`src/rtl/seg7_pkg.sv`:
```
// Shared 7-segment definitions: segment bit positions, the hex glyph table
// and the pin polarity helper used by display drivers.
package seg7_pkg;

  localparam int SEG_A = 0;
  localparam int SEG_B = 1;
  localparam int SEG_C = 2;
  localparam int SEG_D = 3;
  localparam int SEG_E = 4;
  localparam int SEG_F = 5;
  localparam int SEG_G = 6;

  localparam logic [6:0] SEG_OFF = 7'h00;

  // Logical glyphs for nibbles 0..F, bit order {g,f,e,d,c,b,a}.
  localparam logic [6:0] HEX_SEG [16] = '{
    7'h3F, 7'h06, 7'h5B, 7'h4F, 7'h66, 7'h6D, 7'h7D, 7'h07,
    7'h7F, 7'h6F, 7'h77, 7'h7C, 7'h39, 7'h5E, 7'h79, 7'h71
  };

  function automatic logic pin_level(input logic on, input logic active_low);
    return on ^ active_low;
  endfunction

endpackage

```
`src/rtl/seg7_hex_decoder.sv`:
```
// Combinational hex nibble to logical (active-high) 7-segment pattern.
module seg7_hex_decoder
  import seg7_pkg::*;
(
  input  logic [3:0] nibble_i,
  output logic [6:0] seg_o
);

  assign seg_o = HEX_SEG[nibble_i];

endmodule

```
`src/rtl/seg7_scan_mux.sv`:
```
// Multiplexed N-digit hex display driver with frame-synchronous updates,
// blanking, leading-zero suppression and anti-ghosting digit enables.
module seg7_scan_mux
  import seg7_pkg::*;
#(
  parameter int NUM_DIGITS     = 4,
  parameter int REFRESH_DIV    = 1000,
  parameter bit SEG_ACTIVE_LOW = 1'b0,
  parameter bit DIG_ACTIVE_LOW = 1'b0
) (
  input  logic                    clk,
  input  logic                    rst_n,
  input  logic                    enable,
  input  logic                    load,
  input  logic [4*NUM_DIGITS-1:0] value,
  input  logic [NUM_DIGITS-1:0]   dp_in,
  input  logic [NUM_DIGITS-1:0]   blank_in,
  input  logic                    lz_suppress,
  output logic [6:0]              seg,
  output logic                    dp,
  output logic [NUM_DIGITS-1:0]   dig_en,
  output logic                    frame_tick,
  output logic                    pending
);

  localparam int CNT_W = $clog2(REFRESH_DIV);
  localparam int IDX_W = (NUM_DIGITS > 1) ? $clog2(NUM_DIGITS) : 1;
  localparam logic [CNT_W-1:0] CNT_LAST = CNT_W'(REFRESH_DIV - 1);
  localparam logic [IDX_W-1:0] IDX_LAST = IDX_W'(NUM_DIGITS - 1);

  logic [CNT_W-1:0]        cnt_q, cnt_d;
  logic [IDX_W-1:0]        idx_q, idx_d;
  logic                    wrap;
  logic                    pend_q, pend_d;
  logic [4*NUM_DIGITS-1:0] pval_q, pval_d, aval_q, aval_d;
  logic [NUM_DIGITS-1:0]   pdp_q, pdp_d, adp_q, adp_d;
  logic [NUM_DIGITS-1:0]   pbl_q, pbl_d, abl_q, abl_d;
  logic [6:0]              seg_q, seg_d;
  logic                    dp_q, dp_d;
  logic [NUM_DIGITS-1:0]   dig_q, dig_d;
  logic                    tick_q;

  logic [NUM_DIGITS-1:0]   lz_zero;
  logic [NUM_DIGITS-1:0]   sel_onehot;
  logic [3:0]              sel_nib;
  logic                    sel_dark, sel_dp;
  logic [6:0]              dec_seg;
  logic [6:0]              seg_log;
  logic                    dp_log;
  logic [NUM_DIGITS-1:0]   dig_log;

  always_comb begin
    cnt_d = cnt_q;
    idx_d = idx_q;
    wrap  = 1'b0;
    if (enable) begin
      if (cnt_q == CNT_LAST) begin
        cnt_d = '0;
        if (idx_q == IDX_LAST) begin
          idx_d = '0;
          wrap  = 1'b1;
        end else begin
          idx_d = idx_q + IDX_W'(1);
        end
      end else begin
        cnt_d = cnt_q + CNT_W'(1);
      end
    end
  end

  // Active data only changes at a frame wrap so a frame never mixes values.
  always_comb begin
    pend_d = pend_q;
    pval_d = pval_q;
    pdp_d  = pdp_q;
    pbl_d  = pbl_q;
    aval_d = aval_q;
    adp_d  = adp_q;
    abl_d  = abl_q;
    if (wrap) begin
      pend_d = 1'b0;
      if (load) begin
        aval_d = value;
        adp_d  = dp_in;
        abl_d  = blank_in;
      end else if (pend_q) begin
        aval_d = pval_q;
        adp_d  = pdp_q;
        abl_d  = pbl_q;
      end
    end else if (load) begin
      pend_d = 1'b1;
      pval_d = value;
      pdp_d  = dp_in;
      pbl_d  = blank_in;
    end
  end

  always_comb begin
    logic run;
    run        = 1'b1;
    lz_zero    = '0;
    sel_onehot = '0;
    sel_nib    = 4'h0;
    sel_dark   = 1'b0;
    sel_dp     = 1'b0;
    for (int k = NUM_DIGITS - 1; k >= 0; k--) begin
      run        = run & (aval_d[4*k +: 4] == 4'h0);
      lz_zero[k] = run;
    end
    for (int k = 0; k < NUM_DIGITS; k++) begin
      if (idx_d == IDX_W'(k)) begin
        sel_onehot[k] = 1'b1;
        sel_nib       = aval_d[4*k +: 4];
        sel_dark      = abl_d[k] | (lz_suppress & (k > 0) & lz_zero[k]);
        sel_dp        = adp_d[k];
      end
    end
  end

  seg7_hex_decoder u_dec (
    .nibble_i (sel_nib),
    .seg_o    (dec_seg)
  );

  // Outputs are computed from next-state values so pins track cnt/idx on the same edge.
  always_comb begin
    seg_log = SEG_OFF;
    dp_log  = 1'b0;
    dig_log = '0;
    if (enable) begin
      if (!sel_dark) begin
        seg_log = dec_seg;
        dp_log  = sel_dp;
      end
      if (cnt_d != '0) begin
        dig_log = sel_onehot;
      end
    end
    for (int b = 0; b < 7; b++) begin
      seg_d[b] = pin_level(seg_log[b], SEG_ACTIVE_LOW);
    end
    dp_d = pin_level(dp_log, SEG_ACTIVE_LOW);
    for (int k = 0; k < NUM_DIGITS; k++) begin
      dig_d[k] = pin_level(dig_log[k], DIG_ACTIVE_LOW);
    end
  end

  always_ff @(posedge clk or negedge rst_n) begin
    if (!rst_n) begin
      cnt_q  <= '0;
      idx_q  <= '0;
      pend_q <= 1'b0;
      pval_q <= '0;
      pdp_q  <= '0;
      pbl_q  <= '0;
      aval_q <= '0;
      adp_q  <= '0;
      abl_q  <= '0;
      seg_q  <= {7{SEG_ACTIVE_LOW}};
      dp_q   <= SEG_ACTIVE_LOW;
      dig_q  <= {NUM_DIGITS{DIG_ACTIVE_LOW}};
      tick_q <= 1'b0;
    end else begin
      cnt_q  <= cnt_d;
      idx_q  <= idx_d;
      pend_q <= pend_d;
      pval_q <= pval_d;
      pdp_q  <= pdp_d;
      pbl_q  <= pbl_d;
      aval_q <= aval_d;
      adp_q  <= adp_d;
      abl_q  <= abl_d;
      seg_q  <= seg_d;
      dp_q   <= dp_d;
      dig_q  <= dig_d;
      tick_q <= wrap;
    end
  end

  assign seg        = seg_q;
  assign dp         = dp_q;
  assign dig_en     = dig_q;
  assign frame_tick = tick_q;
  assign pending    = pend_q;

endmodule

```
`config.mk`:
```
export PLATFORM = sky130hd
export DESIGN_NAME = seg7_scan_mux
export DESIGN_NICKNAME = d
export VERILOG_FILES = /design/src/rtl/seg7_pkg.sv /design/src/rtl/seg7_hex_decoder.sv /design/src/rtl/seg7_scan_mux.sv
export SDC_FILE = /design/constraint.sdc
export NUM_CORES = 1
export LEC_CHECK = 0
export ABC_AREA = 1
export BUFFER_PORTS_ARGS = -buffer_cell sky130_fd_sc_hd__buf_2
export CORE_MARGIN = 2
export CORE_UTILIZATION = 64
export CTS_CLUSTER_SIZE = 16
export DETAILED_ROUTE_END_ITERATION = 16
export GPL_TIMING_DRIVEN = 0
export PLACE_DENSITY_LB_ADDON = 0.25
export SYNTH_ARGS = -nofsm -noshare
export SYNTH_HDL_FRONTEND = slang
export SYNTH_SLANG_ARGS = --single-unit
```
`constraint.sdc`:
```
create_clock -name clk -period 7.2 [get_ports clk]
set_input_delay 1.44 -clock clk [delete_from_list [all_inputs] [get_ports clk]]
set_output_delay 1.44 -clock clk [all_outputs]
set_load 0.03 [all_outputs]
```
==> summary.md <==
| Metric | Value |
|---|---|
| Status | `finished, final reports clean` |
| Net Count, Synth | `537` |
| Latest clock arrival within the worst-skew pair | `360 ps` |
| Post-synth EDFFs | `0` |
| Worst setup EP type | `flip-flop` |
| Post-synth top cells | `127 x nand2_1, 74 x dfrtp_1, 69 x inv_1` |
| Die area | `7044 um^2` |
| CP Data Required Time | `7480 ps` |
| Cts hold-fix bufs | `0` |
| Avg Cell Area, Syn | `8.178 um^2` |
| CTS max path bufs | `2` |
| Top-count cell post-synth | `nand2_1` |
| Vias post-DR | `3499` |
| MaxCap Viol Count | `0` |
| Vias in the first global route | `3436` |
| Logic gate share of total power | `25.3%` |
| DR pass1 iterations | `5` |
| GP Congestion | `0.8843` |
| Psw | `0.4011 mW` |
| Clk root buf | `clkbuf_8` |
| Starting Density | `65.14%` |
| First-pass GRT wire length | `16.09 mm` |
| Initial antenna violation count | `0` |
| Rows | `29` |
| Peak VDD IR | `0.1438 mV` |
| Global Route Usage Sum | `28.67%` |
| Port-buffer cells | `41` |
| Kind of critical path | `in -> reg` |
| Leading post-synthesis cells by cell area | `dfrtp_1 45%, nand2_1 12%, inv_1 6.3%` |
| Highest Clock Rate | `284.8 MHz` |
| Bufs and invs on worst path | `6` |
| Slowest-stage cell, CP | `nor2_2` |
| Final ANT Viol Nets | `0` |
| Clk_skew | `15.87 ps` |
| Final-report hold violation count | `0` |
| Post-synth top area share | `45.29%` |
| Ys flop type | `dfrtp_1` |
| Net Sw Frac | `36.65%` |
| Clock-pin slew on the worst setup and hold paths | `80 ps` |
| Worst setup SP type | `input pin` |
| Final global-route overflow total | `0` |
| Clock sink count | `74` |
| Slew headroom | `40.12%` |
| Detailed-route wire length | `9.182 mm` |
| Largest net degree at the start of global routing | `75` |
| Sequential share of power | `46.1%` |
| Hold WC Path Type | `reg -> reg` |
| CTS-repair resized insts | `0` |
| Residual DRC count | `0` |
| DR iter-0 viols | `309` |
| FF+latch count, synth | `74` |
| Power Density | `239.1 nW/um^2` |
| Dominant cell type by area after synthesis | `dfrtp_1` |
| Synth-to-layout area growth | `11.96%` |
| Synth warn | `0` |
| Fin nets | `589` |
| Pint | `0.6934 mW` |
| Synth Instances | `500` |
| Fin Setup TNS | `0 ps` |
| Tightest Pin Transition | `898.2 ps` |
| Leak pwr | `2.442 nW` |
| Sequential share of the synthesized area | `45.29%` |
| ANT cells | `0` |
| CTS Buf Count | `9` |
| Wirelength per Cell | `14.48 um` |
| Min Clock Period, post-route | `3511 ps` |
| Die span in x | `83.93 um` |
| Clk pwr share | `28.5%` |
| Unrepaired setup endpoints after global routing | `false` |
| Count of different cell masters after synthesis | `39` |
| HPWL Detailed | `6.662 mm` |
| I/O Pins | `43` |
| Vias per Instance | `5.519` |
| Chip height | `83.93 um` |
| Tcrit/Tclk final | `48.76%` |
| CP delay by family, top | `simple AND/OR/NAND/NOR gates` |
| Postcts setup bufs | `0` |
| Slew Limit Fails | `0` |
| H-tree depth | `3` |
| Setup Viol. Count Final | `0` |
| Critical-path cell list | `buf_2, nand3_2, nor2_2, inv_1, nor2_4, buf_6, nand2_1, nand2_1, inv_1, nand2_1, nand3_1, nor2_2, inv_1, ha_1, inv_1, nand4_1, nand3_1, nand3_1, nor2_1` |
| Asr flop ratio synth | `100.0%` |
| Slowest stage delay, CP | `240 ps` |
| CP most frequent cell | `inv_1` |
| Core Area | `6277 um^2` |
| Arrival @ worst endpoint | `3790 ps` |
| CTS tree | `done` |
| Min Hold Slack | `478.1 ps` |
| Post-Synthesis Cell Area | `4089 um^2` |
| Share of layout cells above drive strength 1 | `22.98%` |
| Worst Path Max Fanout | `10` |
[layout by cell type, fill, tap and decap left out, types with 2 or more instances in the layout]
master,n
ha_1,8
clkbuf_1,3
o21a_1,2
inv_6,3
or2_2,3
clkinv_2,2
inv_2,6
nor2_2,9
clkbuf_8,10
o21ai_1,4
mux2_2,18
clkinv_1,2
o21ai_0,20
buf_6,2
nand4_1,11
nor2_1,43
nand3_1,32
inv_1,69
o22ai_1,15
dfrtp_1,74
nand2_2,8
a21oi_4,2
xor2_1,2
buf_2,46
nand2_1,127
a21oi_1,6
nor3_1,4
nand3_2,2
nor2_4,5
nand2_4,5
[registers in the layout (all words and copies together), names as in the netlist, 2 cells and up]
register	count
aval_q	16
pval_q	16
cnt_q	10
seg	7
abl_q	4
adp_q	4
dig_en	4
pbl_q	4
pdp_q	4
idx_q	2
[final timing paths]
kind | startpoint | to | slack (ps) | cells past startpoint
min | aval_q[3] | aval_q[3] | 480 | 2
min reg2reg | aval_q[3] | aval_q[3] | 480 | 2
max in group asynchronous | rst_n | seg[0] | 5410 | 1
max reg2reg | idx_q[0] | seg[0] | 4310 | 19
min in group asynchronous | rst_n | pdp_q[1] | 1200 | 1
max | enable | seg[0] | 3690 | 19
[power by group through the flow]
stage,sequential (mW),clock (mW),combinational [mW]
floorplan,0.521,0,0.189
global placement,0.508,0,0.264
detailed placement,0.512,0,0.274
CTS,0.504,0.308,0.276
global route,0.511,0.331,0.316
finish,0.505,0.312,0.277
[metal layers]
| metal | track usage, % | vias to the layer above | part of all wire, % |
|---|---|---|---|
| li1 | - | 1703 | - |
| met1 | 38.49 | 1678 | 44 |
| met2 | 47.93 | 100 | 50 |
| met3 | 4.352 | 18 | 4.3 |
| met4 | 9.531 | 0 | 1.8 |
| met5 | 0 | - | 0 |
[layout make-up]
type,count,area [um^2]
buffer,11,63.81
clock buffer,10,137.6
clock inverter,6,47.55
fill,470,1699
inverter,78,294.0
multi-input combinational,337,1879
sequential,74,1852
tap,77,96.34
timing repair buffer,41,207.7
[worst reg2reg max path: stages, from the launching register on]
cell and delay, ps:
dfrtp_1 410, ha_1 200, inv_1 60, nor2_2 230, inv_1 110, nor2_4 200, buf_6 180, nand2_1 70
nand2_1 90, inv_1 70, nand2_1 60, nand3_1 90, nor2_2 240, inv_1 130, ha_1 230, inv_1 70
nand4_1 80, nand3_1 110, nand3_1 90, nor2_1 100
[stage by stage]
stage | setup slack [ps] | cell area, um^2 | std cells | util [%] | power [mW]
after floorplan | 3935 | 4089 | 500 | - | 0.7109
after global placement | 3497 | 4390 | 618 | 69.94 | 0.7724
after detailed placement | 3412 | 4393 | 618 | 69.98 | 0.7862
after CTS | 3737 | 4578 | 634 | 72.93 | 1.089
after global routing | 3559 | 4578 | 634 | 72.93 | 1.157
final | 3689 | 4578 | 634 | 72.93 | 1.094
[cell families (layout without fill, tap and decap cells)]
group           Yosys count  in the layout  synth area share, %
buf+inv                  89            146                8.751
simple gates            255            255                30.05
compound gates           54             54                8.079
flops                    74             74                45.29
xor+xnor                  2              2               0.4285
fa+ha+maj                 8              8                2.448
mux                      18             18                4.957
(Power assumes the default switching activity.)
